$ cat config.mk
export PLATFORM = sky130hd
export DESIGN_NAME = bft_leaf_port_0
export DESIGN_NICKNAME = d
export VERILOG_FILES = /design/src/rtl/bft_leaf_port_0.sv
export SDC_FILE = /design/constraint.sdc
export NUM_CORES = 1
export LEC_CHECK = 0
export ABC_AREA = 1
export CORE_AREA = 2 2 96 98
export DETAILED_ROUTE_END_ITERATION = 10
export DIE_AREA = 0 0 98 100
export PLACE_DENSITY = 0.47
export SLEW_MARGIN = 0
export SYNTH_ARGS = -nofsm -noshare
export SYNTH_HDL_FRONTEND = slang
export SYNTH_HIERARCHICAL = 1
export SYNTH_SLANG_ARGS = --single-unit
$ cat constraint.sdc
create_clock -name clk -period 2.4 [get_ports clk]
set_clock_uncertainty 0.05 [all_clocks]
set_input_delay 0.24 -clock clk [delete_from_list [all_inputs] [get_ports clk]]
set_output_delay 0.24 -clock clk [all_outputs]
set_load 0.005 [all_outputs]
$ cat src/rtl/bft_leaf_port_0.sv
// Generic FIFO with first-word-fall-through head and registered full/empty.
// Latency: a push is visible at the head one cycle later.
// Backpressure: the caller must push only when !full and pop only when !empty.
module bft_leaf_fifo #(
  parameter int width = 8,
  parameter int depth = 4
) (
  input  logic             clk,
  input  logic             reset_n,
  input  logic             push,
  input  logic [width-1:0] push_dat,
  input  logic             pop,
  output logic [width-1:0] head_dat,
  output logic             full,
  output logic             empty
);
  localparam int pw = $clog2(depth);
  localparam logic [pw:0]   full_cnt = (pw+1)'(depth);
  localparam logic [pw:0]   one_cnt  = (pw+1)'(1);
  localparam logic [pw-1:0] one_ptr  = pw'(1);

  logic [width-1:0] mem [depth];
  logic [pw-1:0]    wr_ptr;
  logic [pw-1:0]    rd_ptr;
  logic [pw:0]      count;

  always_ff @(posedge clk or negedge reset_n) begin
    if (!reset_n) begin
      wr_ptr <= '0;
      rd_ptr <= '0;
      count  <= '0;
    end else begin
      if (push) wr_ptr <= wr_ptr + one_ptr;
      if (pop)  rd_ptr <= rd_ptr + one_ptr;
      case ({push, pop})
        2'b10:   count <= count + one_cnt;
        2'b01:   count <= count - one_cnt;
        default: count <= count;
      endcase
    end
  end

  // Storage needs no reset: the pointers alone define what is valid.
  always_ff @(posedge clk) begin
    if (push) mem[wr_ptr] <= push_dat;
  end

  assign head_dat = mem[rd_ptr];
  assign full     = (count == full_cnt);
  assign empty    = (count == '0);
endmodule

// Leaf port: PE injection via FIFO onto the switch, ejection of local packets.
// Latency: inject 2 cycles min, bounce 1 cycle, eject visible 1 cycle after arrival.
// Backpressure: din_ready drops when injection FIFO full; a full ejection FIFO bounces arrivals.
module bft_leaf_port_0 #(
  parameter int num_leaves = 2,
  parameter int payload_sz = 1,
  parameter logic [$clog2(num_leaves)-1:0] addr = 1'b0,
  parameter int p_sz       = 1 + $clog2(num_leaves) + payload_sz,
  parameter int in_depth   = 4,
  parameter int out_depth  = 4
) (
  input  logic                  clk,
  input  logic                  reset_n,
  input  logic [p_sz-1:0]       bus_i,
  output logic [p_sz-1:0]       bus_o,
  input  logic [p_sz-2:0]       din,
  input  logic                  din_valid,
  output logic                  din_ready,
  output logic [payload_sz-1:0] dout,
  output logic                  dout_valid,
  input  logic                  dout_ready,
  output logic [15:0]           bounce_cnt
);
  localparam int aw = $clog2(num_leaves);

  logic          in_vld;
  logic [aw-1:0] in_dest;
  logic          eject;
  logic          bounce;

  logic            inj_full;
  logic            inj_empty;
  logic            inj_pop;
  logic [p_sz-2:0] inj_head;
  logic            ej_full;
  logic            ej_empty;

  assign in_vld  = bus_i[p_sz-1];
  assign in_dest = bus_i[p_sz-2:payload_sz];

  // Room is judged on the registered count, so a same-cycle pop never makes space.
  assign eject   = in_vld && (in_dest == addr) && !ej_full;
  assign bounce  = in_vld && !eject;
  assign inj_pop = !bounce && !inj_empty;

  assign din_ready  = !inj_full;
  assign dout_valid = !ej_empty;

  bft_leaf_fifo #(.width(p_sz-1), .depth(in_depth)) u_inj_fifo (
    .clk      (clk),
    .reset_n  (reset_n),
    .push     (din_valid && din_ready),
    .push_dat (din),
    .pop      (inj_pop),
    .head_dat (inj_head),
    .full     (inj_full),
    .empty    (inj_empty)
  );

  bft_leaf_fifo #(.width(payload_sz), .depth(out_depth)) u_ej_fifo (
    .clk      (clk),
    .reset_n  (reset_n),
    .push     (eject),
    .push_dat (bus_i[payload_sz-1:0]),
    .pop      (dout_valid && dout_ready),
    .head_dat (dout),
    .full     (ej_full),
    .empty    (ej_empty)
  );

  always_ff @(posedge clk or negedge reset_n) begin
    if (!reset_n) begin
      bus_o      <= '0;
      bounce_cnt <= '0;
    end else begin
      if (bounce) begin
        bus_o <= bus_i;
        if (bounce_cnt != 16'hFFFF) bounce_cnt <= bounce_cnt + 16'd1;
      end else if (!inj_empty) begin
        bus_o <= {1'b1, inj_head};
      end else begin
        bus_o <= '0;
      end
    end
  end
endmodule

Yosys cells after proc, flatten, opt, wreduce, memory -nomap -nowiden
Memory sizes are Yosys's and may differ from the RTL's.
Cells that the tools add are included.

operators by class
  $add $sub $neg = 9
  equal/unequal tests = 7
  mux-type cells = 8
  bitwise logic cells = 1
  reduce and logical (&&, ||, !) cells = 17

operators by type and width
  cell                                                  count
  adder 16 x 1 -> 16 bit (second input constant)        1
  inequality test 16 bit (second input constant)        1
  case mux 3 bit (2 select lines)                       2
  adder 2 x 1 -> 2 bit (second input constant)          4
  adder 3 x 1 -> 3 bit (second input constant)          2
  equality test 3 bit (second input constant)           2
  logical AND 1 bit                                     6
  logical NOT 1 bit                                     6
  logical NOT 3 bit                                     2
  2-to-1 mux 3 bit                                      2
  subtractor 3 x 1 -> 3 bit (second input constant)     2
  equality test 2 x 1 -> 1 bit (second input constant)  2
  equality test 2 bit (second input constant)           2
  2-to-1 mux 1 bit                                      4
  nonzero test 2 bit                                    2
  AND reduction 2 bit                                   1
  NOT 1 bit                                             1

storage, ports and cells
  bits in registers = 33
  bits in writable memories = 12
  input port bits = 9
  output and inout bits = 22
  logic and storage cells = 52
  memories = 2

memory list
  memory          words  bits a word  read ports  clocked after Yosys merged registers in  write ports  line  text
  u_inj_fifo.mem  4      2            1           0                                        1            22    logic [width-1:0] mem [depth];
  u_ej_fifo.mem   4      1            1           0                                        1            22

Depth between registers and ports, before layout
  depth after elaboration = 9
  mapped depth = 13
  mapped depth without buffers = 13

Modules after synthesis
Netlist, hierarchy kept.

by module, submodules not included
  module                       times used  cells an instance  area each (um^2)
  bft_leaf_port_0              1           178                1244.9
  bft_leaf_fifo at u_inj_fifo  1           72                 742.0
  bft_leaf_fifo at u_ej_fifo   1           60                 576.8

Worst setup path after synthesis
Ideal clock, no wire load.

  path type = register -> register
  start = register u_ej_fifo.count[2]
  end = register u_inj_fifo.count[2]
  setup time = 0.117 ns
  data arrival time = 1.857 ns
  path slack = 0.376 ns
  stages on the path, launching flop included = 13
  buffers on the path = 0
  cell sequence = dfrtp_1 -> inv_1 -> nor3_1 -> o21ai_0 -> nand2_1 -> inv_1 -> ha_1 -> inv_1 -> fa_1 -> nand2_1 -> nand3_1 -> nand2_1 -> nand2_1

on the way
  word-level cells in the longest chain between the ends = 9
  elaborated cells on any way between the ends = 11

ends and longest elaborated chain
  item                                                                   line  text
  start: declaration                                                     25    logic [pw:0] count;
  start signal: assignment                                               36    2'b10: count <= count + one_cnt;
  start signal: assignment                                               37    2'b01: count <= count - one_cnt;
  start signal: assignment                                               38    default: count <= count;
  equality test 3 bit *                                                  49    assign full = (count == full_cnt);
  named net ej_full                                                      87    logic ej_full;
  logical NOT 1 bit *                                                    94    assign eject = in_vld && (in_dest == addr) && !ej_full;
  logical AND 1 bit *                                                    94
  logical NOT 1 bit *                                                    95    assign bounce = in_vld && !eject;
  logical AND 1 bit *                                                    95
  logical NOT 1 bit *                                                    96    assign inj_pop = !bounce && !inj_empty;
  logical AND 1 bit *                                                    96
  named net inj_pop                                                      85    logic inj_pop;
  equality test 2 x 1 -> 1 bit or equality test 2 bit (tied branches)    35    case ({push, pop})
  case mux 3 bit (2 select lines) or nonzero test 2 bit (tied branches)  --
  end signal: assignment                                                 36
  end signal: assignment                                                 37
  end signal: assignment                                                 38
  end: declaration                                                       25

The timed path passes the listed nets; every way through them passes the cells marked *.
A chain may end at the register's enable or synchronous reset.

Final worst setup path
  start = register u_inj_fifo.count[1]
  end = register u_inj_fifo.count[2]

on the way
  word-level cells in the longest chain between the ends = 5
  elaborated cells on any way between the ends = 12

ends and longest elaborated chain
  item                                                                   line  text
  equality test 3 bit *                                                  49
  named net inj_full                                                     83    logic inj_full;
  logical NOT 1 bit *                                                    98    assign din_ready = !inj_full;
  logical AND 1 bit *                                                    104   .push (din_valid && din_ready),
  equality test 2 x 1 -> 1 bit or equality test 2 bit (tied branches)    35
  case mux 3 bit (2 select lines) or nonzero test 2 bit (tied branches)  --

Marks and branches as above.

==> summary.txt <==
Timing
  • Worst-Margin Slew: between 400 and 500 ps
  • Setup_tns: 0 ps
  • Fin. Hold Viols: 0
  • RSZ-0062 raised after global routing: false
  • Max Freq: about 470 MHz
  • Relative slew slack: 0.6945
  • Post-route minimum period: ~2100 ps
  • Final worst-path cycle share: 0.8909
  • Number of setup violations in the final report: 0
  • Final Slew Violations: 0

Power and ir drop
  • Sw frac: 0.3688
  • Static Leak: approximately 1.5 nW
  • Pwr Density: 928.1 nW/um^2
  • Int Pwr: 0.001826 W
  • Clock power share: 0.195
  • Combinational share of power: 0.370
  • VDD IR-drop max: between 400 and 500 uV
  • Seq pwr share: 0.435
  • Switching power: between 0.001 and 0.0015 W

Routing
  • WL final: between 5000 and 6000 um
  • Met3 WL: approximately 130 um
  • Starting DRC count in detailed routing: approximately 50
  • Met1 Wirelength: approximately 2600 um
  • Via count: 1964
  • WL per Instance: 11.07 um
  • Drt first pass iters: 4
  • Remaining DRCs: 0
  • Antenna viol nets, final: 0
  • DR vias/cell: roughly 4.3
  • WL met2: 2335 um
  • Highest routed layer: met4

Clock tree
  • Post CTS Setup Buffer Count: 0
  • TritonCTS clock tree: done
  • Htree depth: 2
  • # clock sinks: 45
  • Reg clk slew, reported paths: around 100 ps
  • TritonCTS Buffers: 5
  • Clk_lat worst skew: around 300 ps
  • PostCTS Resize Cnt: 0
  • CTS Hold Bufs: 0
  • Clk root buf: clkbuf_8
  • Longest Clk Path Bufs: 2

Critical path
  • Worst setup EP type: flop
  • Critical Setup Path Class: flop to flop
  • Crit-path max FO: 4
  • CP peak stage delay: 430 ps
  • Crit-path most repeated cell: nand2_1
  • Cell breakdown of the critical path: nor3_1 > nor2_1 > inv_1 > ha_1 > inv_1 > fa_1 > nand2_1 > nand3_1 > nand2_1 > nand2_1
  • Worst setup SP type: flop
  • Crit-path slowest cell: dfrtp_1
  • Crit path DAT: roughly 2300 ps
  • CP required: 2530 ps

Die
  • Num rows: 35
  • Full die area: roughly 9800 um^2
  • Starting Density: 0.2884
  • Core ar.: just under 9000 um^2
  • Die width: ~98 um
  • Die height: roughly 100 um
  • I/O Pins: 31

Synthesis
  • Synthesis Warnings: 6
  • Synth unique cells: 27
  • Synthesized cell area: 2564 um^2
  • Mapped Nets: roughly 330
  • Sequential element share of the synthesized area: 0.4627
  • Number of enable flip-flop cells after synthesis: 12
  • Syn Inst Count: between 300 and 400
  • Yosys reg bits: 45
  • Mean Syn Cell Area: between 8 and 9 um^2
  • Top_reg_cell synth: dfrtp_1
  • Ys async rst share: 0.7333

GRT
  • First-pass GRT wire length: just under 9000 um
  • Final global-route overflow total: 0
  • Vias in the first global route: around 1900
  • Number of antenna violations at the first check in global routing: 0
  • Largest net degree at the start of global routing: 34
  • GRT Total Usage: 0.1098

Min path
  • Hold/Removal Path Class: primary input to async pin

Final layout
  • Layout cells sized above 1: 0.08309
  • Sequential cell area: about 1200 um^2
  • Filler cell count: 925
  • Antenna Cells: 0
  • Multi-input logic area: 1124 um^2
  • Layout Cells excl Fill: 460
  • Leading cell type in the layout, fill and taps excluded: nand2_1
  • P&R area growth vs syn: 21.62%
  • # nets final: 370
  • Commonest cells after routing, fill and taps aside: nand2_1, inv_1, dfrtp_1, clkdlybuf4s50_1, nor2_1

Flow run
  • Max Cap Violations: 0

Placement
  • IO Port Bufs: 30
  • HPWL after DPL: 3870 um
  • DP Cell Count: 452
  • GP Congestion: slightly above 0.8

Run status
  • Outcome: finished clean
critical path, delay by kind of cell (launching register included):
| family | cells | cell delay (ps) |
|---|---|---|
| flops | 1 | 430 |
| buf+inv | 2 | 170 |
| fa+ha+maj | 2 | 550 |
| simple gates | 6 | 800 |
state kept, by name (all words and copies together), names as in the netlist:
| name | count |
|---|---|
| u_ej_fifo/count | 3 |
| u_inj_fifo/wr_ptr | 2 |
| u_ej_fifo/rd_ptr | 2 |
| u_inj_fifo/rd_ptr | 2 |
| u_ej_fifo/wr_ptr | 2 |
| bounce_cnt | 16 |
| u_ej_fifo/mem | 4 |
| u_inj_fifo/count | 3 |
| bus_o | 3 |
| u_inj_fifo/mem | 8 |
power by group through the flow:
stage / Sequential, W / Clock (W) / Combinational (W)
after CTS: 0.00126 / 0.000589 / 0.00109
after floorplan: 0.00121 / 0 / 0.000735
after global placement: 0.00128 / 0 / 0.00106
final: 0.00126 / 0.000564 / 0.00107
after detailed placement: 0.00128 / 0 / 0.00108
after global routing: 0.00130 / 0.000604 / 0.00125
cells by family after synthesis:
kind of cell | after synthesis | share of synthesized area
compound gates | 20 | 0.05125
xor+xnor | 11 | 0.03758
buf+inv | 61 | 0.09907
fa+ha+maj | 13 | 0.06930
simple gates | 160 | 0.2801
flops | 45 | 0.4627
path summary, 6_finish.rpt:
path	startpoint	end	slack, ps	cells after the start
max	u_inj_fifo/count[1]	u_inj_fifo/count[2]	260	10
min	reset_n	u_ej_fifo/rd_ptr[1]	270	2
max reg2reg	u_inj_fifo/count[1]	u_inj_fifo/count[2]	260	10
min reg2reg	u_ej_fifo/count[2]	u_ej_fifo/count[2]	460	2
max in group asynchronous	reset_n	u_inj_fifo/count[0]	1660	2
min in group clk	u_ej_fifo/count[2]	u_ej_fifo/count[2]	460	2
cell type report:
| type | count | area share |
|---|---|---|
| clock buffers | 6 | 0.03010 |
| clock inverters | 2 | 0.006421 |
| inverters | 56 | 0.06742 |
| multi-input cells | 204 | 0.3604 |
| flip-flops and latches | 45 | 0.3804 |
| well taps | 111 | 0.04454 |
| repair buffers | 36 | 0.1108 |
stage by stage:
stage / utilization / total power [W] / hold slack [ps] / setup WS, ps / area (um^2)
floorplan: - / 0.001946 / -105.6 / 375.7 / 2564
global placement: 0.3379 / 0.002337 / 437.1 / 286.2 / 3004
detailed placement: 0.3379 / 0.002359 / 445.7 / 208.4 / 3004
CTS: 0.3507 / 0.002943 / 302.7 / 286.2 / 3118
global route: 0.3507 / 0.003156 / 327.0 / 110.6 / 3118
finish: 0.3507 / 0.002894 / 273.5 / 261.8 / 3118
cell usage after synthesis, types with 4 or more instances:
| cell | n | area (um^2) |
|---|---|---|
| o211ai_1 | 7 | 52.55 |
| nor2_1 | 17 | 63.81 |
| nor3_1 | 4 | 20.02 |
| edfxtp_1 | 12 | 360.4 |
| nor2_4 | 4 | 45.04 |
| ha_1 | 11 | 137.6 |
| o21ai_0 | 7 | 35.03 |
| dfrtp_1 | 33 | 825.8 |
| xor2_1 | 8 | 70.07 |
| nand3_1 | 14 | 70.07 |
| nand4_1 | 9 | 56.30 |
| inv_1 | 54 | 202.7 |
| nand2_1 | 102 | 382.9 |
per-layer routing:
metal | global-route usage | vias to the layer above
met5 | 0 | -
met4 | 0.03312 | 0
met3 | 0.02089 | 2
met2 | 0.1802 | 30
met1 | 0.1481 | 896
li1 | - | 1036
Note: power is estimated with default switching activity, not from simulation.
